**config.mk**
```make
export PLATFORM = sky130hd
export DESIGN_NAME = bnn_weight_streamer_flat
export DESIGN_NICKNAME = d
export VERILOG_FILES = /design/src/rtl/bnn_pkg.sv /design/src/rtl/bnn_weight_streamer_if.sv /design/src/rtl/bnn_weight_buf.sv /design/src/rtl/bnn_weight_streamer.sv /design/src/flat_wrapper.sv
export SDC_FILE = /design/constraint.sdc
export NUM_CORES = 1
export LEC_CHECK = 0
export BUFFER_PORTS_ARGS = -buffer_cell sky130_fd_sc_hd__buf_2
export CAP_MARGIN = 20
export CORE_MARGIN = 5
export CORE_UTILIZATION = 54
export DETAILED_ROUTE_END_ITERATION = 16
export PLACE_DENSITY = 0.74
export SLEW_MARGIN = 0
export SYNTH_ARGS = -nofsm -noshare
export SYNTH_HDL_FRONTEND = slang
export SYNTH_SLANG_ARGS = --single-unit
```
**constraint.sdc**
```tcl
create_clock -name clk -period 2.39 [get_ports clk]
set_clock_uncertainty 0.2 [all_clocks]
set_input_delay 0.1195 -clock clk [delete_from_list [all_inputs] [get_ports clk]]
set_output_delay 0.1195 -clock clk [all_outputs]
set_load 0.005 [all_outputs]
```
**src/rtl/bnn_pkg.sv**
```systemverilog
// Constants shared with the BNN core plus the stream FSM state type.
package bnn_pkg;
  localparam int NUM_NEURONS = 12;
  localparam int WEIGHT_W    = 8;
  localparam int NIB_W       = 4;
  localparam int PTR_W       = 5;

  localparam int NUM_NIBS  = 2 * NUM_NEURONS;
  localparam int PAD_NIBS  = (2 ** PTR_W - NUM_NEURONS) * 2;
  localparam int CNT_W     = $clog2(NUM_NEURONS + 1);
  localparam int NIB_IDX_W = $clog2(NUM_NIBS);
  localparam int PAD_W     = $clog2(PAD_NIBS);

  localparam logic [CNT_W-1:0]     CNT_FULL = CNT_W'(NUM_NEURONS);
  localparam logic [NIB_IDX_W-1:0] NIB_LAST = NIB_IDX_W'(NUM_NIBS - 1);
  localparam logic [PAD_W-1:0]     PAD_LAST = PAD_W'(PAD_NIBS - 1);

  typedef enum logic [1:0] {
    IDLE,
    STREAM,
    PAD
  } stream_state_e;
endpackage

```
**src/rtl/bnn_weight_streamer_if.sv**
```systemverilog
// Host write port of the weight streamer.
interface bnn_weight_streamer_if;
  import bnn_pkg::*;

  logic                wr_valid;
  logic                wr_ready;
  logic [WEIGHT_W-1:0] wr_data;

  // A byte transfers on every rising clk edge where wr_valid && wr_ready;
  // wr_data must be stable while wr_valid is high, and the master may not
  // wait for wr_ready before raising wr_valid.
  modport master (output wr_valid, output wr_data, input wr_ready);
  modport slave  (input wr_valid, input wr_data, output wr_ready);
endinterface

```
**src/rtl/bnn_weight_buf.sv**
```systemverilog
// Weight register file: sequential write by fill count, nibble-granular read.
module bnn_weight_buf
  import bnn_pkg::*;
(
  input  logic                 clk,
  input  logic                 reset,
  input  logic                 wr_en,
  input  logic [WEIGHT_W-1:0]  wr_data,
  input  logic                 clr,
  input  logic [NIB_IDX_W-1:0] rd_idx,
  output logic [NIB_W-1:0]     rd_nibble,
  output logic [CNT_W-1:0]     count
);
  logic [WEIGHT_W-1:0]  mem_q [NUM_NEURONS];
  logic [WEIGHT_W-1:0]  mem_d [NUM_NEURONS];
  logic [CNT_W-1:0]     count_q, count_d;
  logic [CNT_W-1:0]     rd_neuron;
  logic [WEIGHT_W-1:0]  rd_word;

  always_comb begin
    mem_d   = mem_q;
    count_d = count_q;
    if (clr) begin
      count_d = '0;
    end else if (wr_en && (count_q < CNT_FULL)) begin
      mem_d[count_q] = wr_data;
      count_d        = count_q + CNT_W'(1);
    end
  end

  // Indices past the last neuron only occur on the prefetch after the final nibble.
  always_comb begin
    rd_neuron = rd_idx[NIB_IDX_W-1:1];
    rd_word   = (rd_neuron < CNT_FULL) ? mem_q[rd_neuron] : '0;
    rd_nibble = rd_idx[0] ? rd_word[WEIGHT_W-1:NIB_W] : rd_word[NIB_W-1:0];
  end

  always_ff @(posedge clk) begin
    if (reset) count_q <= '0;
    else       count_q <= count_d;
  end

  always_ff @(posedge clk) begin
    mem_q <= mem_d;
  end

  assign count = count_q;
endmodule

```
**src/rtl/bnn_weight_streamer.sv**
```systemverilog
// Replays buffered weight bytes to the BNN core as a low-nibble-first stream.
// Define BNN_STREAM_WRAP_EN to append zero pad nibbles that wrap the core pointer to 0.
module bnn_weight_streamer
  import bnn_pkg::*;
(
  input  logic                  clk,
  input  logic                  reset,
  bnn_weight_streamer_if.slave  wr,
  input  logic                  start,
  input  logic                  tgt_ena,
  output logic                  load_en,
  output logic [NIB_W-1:0]      load_nibble,
  output logic                  busy,
  output logic                  done,
  output logic                  start_err,
  output stream_state_e         state_dbg
);
  stream_state_e        state_q, state_d;
  logic [NIB_IDX_W-1:0] idx_q, idx_d;
  logic [PAD_W-1:0]     pad_q, pad_d;
  logic                 load_en_q, load_en_d;
  logic [NIB_W-1:0]     nib_q, nib_d;
  logic                 busy_q, busy_d;
  logic                 done_q, done_d;
  logic                 err_q, err_d;

  logic                 wr_en, buf_clr;
  logic [NIB_IDX_W-1:0] rd_idx;
  logic [NIB_W-1:0]     rd_nibble;
  logic [CNT_W-1:0]     count;

  // Holding wr_ready low during the done cycle keeps it rising one cycle later.
  assign wr.wr_ready = (state_q == IDLE) && !done_q && (count < CNT_FULL);
  assign wr_en       = wr.wr_valid && wr.wr_ready;
  assign rd_idx      = (state_q == STREAM) ? idx_q + NIB_IDX_W'(1) : '0;

  bnn_weight_buf u_buf (
    .clk       (clk),
    .reset     (reset),
    .wr_en     (wr_en),
    .wr_data   (wr.wr_data),
    .clr       (buf_clr),
    .rd_idx    (rd_idx),
    .rd_nibble (rd_nibble),
    .count     (count)
  );

  always_comb begin
    state_d   = state_q;
    idx_d     = idx_q;
    pad_d     = pad_q;
    load_en_d = load_en_q;
    nib_d     = nib_q;
    busy_d    = busy_q;
    done_d    = 1'b0;
    err_d     = 1'b0;
    buf_clr   = 1'b0;
    unique case (state_q)
      IDLE: begin
        if (start) begin
          if (count == CNT_FULL) begin
            state_d   = STREAM;
            idx_d     = '0;
            load_en_d = 1'b1;
            nib_d     = rd_nibble;
            busy_d    = 1'b1;
          end else begin
            err_d = 1'b1;
          end
        end
      end
      STREAM: begin
        if (load_en_q && tgt_ena) begin
          if (idx_q == NIB_LAST) begin
`ifdef BNN_STREAM_WRAP_EN
            state_d = PAD;
            pad_d   = '0;
            nib_d   = '0;
`else
            state_d   = IDLE;
            load_en_d = 1'b0;
            nib_d     = '0;
            busy_d    = 1'b0;
            done_d    = 1'b1;
            buf_clr   = 1'b1;
`endif
          end else begin
            idx_d = idx_q + NIB_IDX_W'(1);
            nib_d = rd_nibble;
          end
        end
      end
      PAD: begin
        if (load_en_q && tgt_ena) begin
          if (pad_q == PAD_LAST) begin
            state_d   = IDLE;
            load_en_d = 1'b0;
            nib_d     = '0;
            busy_d    = 1'b0;
            done_d    = 1'b1;
            buf_clr   = 1'b1;
          end else begin
            pad_d = pad_q + PAD_W'(1);
          end
        end
      end
      default: state_d = IDLE;
    endcase
  end

  always_ff @(posedge clk) begin
    if (reset) begin
      state_q   <= IDLE;
      idx_q     <= '0;
      pad_q     <= '0;
      load_en_q <= 1'b0;
      nib_q     <= '0;
      busy_q    <= 1'b0;
      done_q    <= 1'b0;
      err_q     <= 1'b0;
    end else begin
      state_q   <= state_d;
      idx_q     <= idx_d;
      pad_q     <= pad_d;
      load_en_q <= load_en_d;
      nib_q     <= nib_d;
      busy_q    <= busy_d;
      done_q    <= done_d;
      err_q     <= err_d;
    end
  end

  assign load_en     = load_en_q;
  assign load_nibble = nib_q;
  assign busy        = busy_q;
  assign done        = done_q;
  assign start_err   = err_q;
  assign state_dbg   = state_q;
endmodule

```
**src/flat_wrapper.sv**
```systemverilog
// flat-port wrapper written by rule: the top's interface ports become plain ports
module bnn_weight_streamer_flat import bnn_pkg::*;
  (clk, reset, start, tgt_ena, load_en, load_nibble, busy, done, start_err, state_dbg, wr_wr_valid, wr_wr_data, wr_wr_ready);
  bnn_weight_streamer_if wr_i ();
  input  logic clk;
  input  logic reset;
  input  logic start;
  input  logic tgt_ena;
  output logic load_en;
  output logic [NIB_W-1:0] load_nibble;
  output logic busy;
  output logic done;
  output logic start_err;
  output stream_state_e state_dbg;
  input wire logic [$bits(wr_i.wr_valid)-1:0] wr_wr_valid;
  input wire logic [$bits(wr_i.wr_data)-1:0] wr_wr_data;
  output wire logic [$bits(wr_i.wr_ready)-1:0] wr_wr_ready;
  assign wr_i.wr_valid = wr_wr_valid;
  assign wr_i.wr_data = wr_wr_data;
  assign wr_wr_ready = wr_i.wr_ready;
  bnn_weight_streamer u_core (.clk(clk), .reset(reset), .wr(wr_i), .start(start), .tgt_ena(tgt_ena), .load_en(load_en), .load_nibble(load_nibble), .busy(busy), .done(done), .start_err(start_err), .state_dbg(state_dbg));
endmodule
```
==> results.md <==
### Power and ir drop
- 1.96 nW — leakage power
- 593 nW/um2 — PwrDens
- 0.360 mV — peak supply drop
- 3.35 mW — final total power

### Synth
- 49 — count of cell types in the netlist
- 325 — Net Count, Synth
- 0 — Yosys warnings
- 4680 um2 — cell area after synthesis
- 96 — Post-synth EDFFs
- 307 — Gate Count Post-Synth
- 112 — post-synthesis sequential element count
- 15.2 um2 — average size of a mapped cell
- edfxtp_1 — Post-synth top flop
- 0.685 — register area share after synthesis
- 0 — Post-synth ARST share

### Floorplanning
- 8590 um2 — Core Footprint
- 0.544 — effective utilization at floorplan
- 103 um — die width
- 34 — row cnt
- 24 — ports placed on the boundary
- 10,600 um2 — die footprint
- 103 um — Die Height

### CTS
- 0.11 ns — clock input transition at the sequential cells of the worst setup and hold paths
- 9 — number of clock buffers inserted by TritonCTS
- done — CTS tree
- 0.37 ns — latest clock arrival within the worst-skew pair
- 2 — buffers from clock root to sink, at most
- 112 — clock sink count
- 3 — H-tree levels
- clkbuf_8 — Clock Tree Root

### Routing
- 4 — first-pass iteration count of the detailed router
- 0 — final antenna-violating net count
- 19.6 um — wire length per cell after detailed routing
- 2,794 — vias after detailed routing
- 220 — Detailed Route Iter0 Violations
- 9630 um — total routed wirelength
- 0 — final routed DRC violation total
- 5.68 — detailed-route vias per instance

### Place
- 5280 um2 — area post-placement
- 6570 um — total half-perimeter wirelength after legalization and detailed placement
- 0.842 — gpl congestion
- 462 — count of placed standard cells including taps
- 22 — count of port buffers added during placement

### Finish
- 0.294 — fraction of final layout cells with drive strength greater than 1
- 20.7% — area added between synthesis and finish
- 492 — non-filler instance count after layout
- 397 — Net count, final
- 0 — antenna cells
- 5650 um2 — cell area after layout
- 0.657 — post-route core utilization

### Critical path
- register — type of element capturing the critical path
- ha_4 -> xor2_4 -> and2_4 -> buf_12 -> mux4_2 -> nand2_1 -> o21ai_1 -> or3_1 — cell chain of the critical path
- 2.46 ns — Worst EP required
- 0.51 ns — maximum single-stage delay on the critical path
- 2.43 ns — crit path DAT
- 1 — total buffers and inverters traversed by the critical path
- register to register — WS Path Type
- register — nature of the critical path startpoint
- simple AND/OR/NAND/NOR gates — dominant delay contributor by cell family on the critical path
- 7 — Worst Path Max Fanout
- mux4_2 — slowest stage cell, crit path

### Timing
- 423 MHz — highest achievable clock rate
- 0 — final-report setup violation count
- true — unrepaired setup endpoints after global routing
- 0.0566 ns — worst hold margin
- 0.990 — ratio of final minimum period to clock period
- 0 — endpoints failing hold
- 2.37 ns — final critical path time including I/O delays and setup
- 0 — max-slew violation total from the final report

### Global routing
- 0 — Congestion Overflow GR
- 0.200 — total global-route track usage
- 0 — antenna violations before repair
- 2,870 — vias in the first global route
- 15,500 um — global-route wire length before repair
- 21 — maximum number of pins on one net before global-route repair

### Run
- 0 — count of max-cap constraint violations

### Min path
- input port to register — HP Class

### Outcome
- completed — status

-- cell usage in the layout, fill, tap and decap left out, drive strengths merged, types with 2 or more instances in the layout --
cell,count
clkinv,3
nor3b,7
ha,5
and2,15
dlygate4sd3,12
clkinvlp,2
nor2b,4
mux4,14
nor4,2
a2111o,2
a32oi,2
clkbuf,9
xor2,3
o22ai,3
dfxtp,16
o211ai,2
nand2b,2
buf,65
nand3,8
mux2i,12
inv,7
and3,3
nor3,2
nand3b,2
nand2,25
nor2,17
edfxtp,96
a211oi,4
a22oi,2
o21ai,11
a21oi,8
xnor2,2
mux2,2
or3,2
-- layout make-up --
cell class                      instances  area, um2
Timing Repair Buffer                   77        682
Sequential cell                       112       3210
Fill cell                             613       2950
Tap cell                              108        135
Multi-Input combinational cell        174       1410
Inverter                                5       18.8
Clock inverter                          7       65.1
Clock buffer                            9        124
-- power breakdown --
group          switching (mW)  internal [mW]  total, mW  leakage [nW]
sequential            0.00724           2.15       2.15          1.00
clock                   0.659          0.399       1.06        0.0905
combinational          0.0798         0.0586      0.138         0.873
total                   0.746           2.60       3.35          1.96
-- logic make-up after synthesis --
group	after synthesis	share of synthesized area
and+or+nand+nor	93	0.104
DFF	112	0.685
buffers and inverters	21	0.0270
xor gates and xnor gates	5	0.0110
other	1	0.000802
AOI/OAI and AO/OA	42	0.0613
muxes	28	0.0979
adders and majority gates	5	0.0134
-- sequential cells by signal (all words and copies together), names as in the netlist --
register	cells
u_core.start_err	1
u_core.state_dbg	1
u_core.idx_q	5
u_core.load_nibble	4
u_core.u_buf.mem_q	96
u_core.done	1
u_core.u_buf.count	4
-- path summary, 6_finish.rpt --
| check | to | slack, ns | start | cells past startpoint |
|---|---|---|---|---|
| min reg2reg | u_core.load_nibble[3]$_SDFFE_PP0P_ | 0.30 | u_core.load_nibble[3]$_SDFFE_PP0P_ | 1 |
| min | u_core.u_buf.count[0]$_SDFFE_PP0P_ | 0.06 | wr_wr_valid | 4 |
| max | u_core.load_nibble[1]$_SDFFE_PP0P_ | 0.02 | u_core.idx_q[0]$_SDFFE_PP0P_ | 8 |
| max reg2reg | u_core.load_nibble[1]$_SDFFE_PP0P_ | 0.02 | u_core.idx_q[0]$_SDFFE_PP0P_ | 8 |
-- worst reg2reg max path, cell delays in order (launching register included) --
cell and delay, ns:
dfxtp_4 0.37, ha_4 0.18, xor2_4 0.16, and2_4 0.22, buf_12 0.14, mux4_2 0.51
nand2_1 0.08, o21ai_1 0.05, or3_1 0.34
-- cells in the mapped netlist (all sizes together), types with 7 or more instances --
master  instances  area, um2
nor2           17       63.8
nand2          25       93.8
mux2i          12        120
nor3b           7       52.6
nand3           8       40.0
mux4           14        315
and2           15       96.3
clkbuf          8       30.0
o21ai          11       55.1
dfxtp          16        320
buf             8       77.6
a21oi           8       40.0
edfxtp         96       2880
-- stage by stage --
stage                     setup slack (ns)  setup TNS (ns)
after floorplan                    0.00337               0
after global placement              0.0193               0
after detailed placement           -0.0446          -0.606
after CTS                         0.000919               0
after global routing               -0.0587          -0.153
final                               0.0235               0
-- per-layer routing --
layer | part of all wire | vias up | track usage | wire, um
met4 | 0.012 | 0 | 0.0777 | 117
met5 | 0 | - | 0 | 0
met2 | 0.52 | 66 | 0.329 | 5020
met1 | 0.43 | 1407 | 0.267 | 4110
li1 | - | 1314 | - | -
met3 | 0.040 | 7 | 0.0325 | 382
-- what timing repair did --
item / CTS / global route
endpoints found under the setup margin: 27 / 97
endpoints found under the hold margin: 105 / 0
buffers inserted: 2 / 0
hold buffers: 12 / 0
pin swaps: 0 / 5
resized for setup: 3 / 10
(Power assumes the default switching activity.)
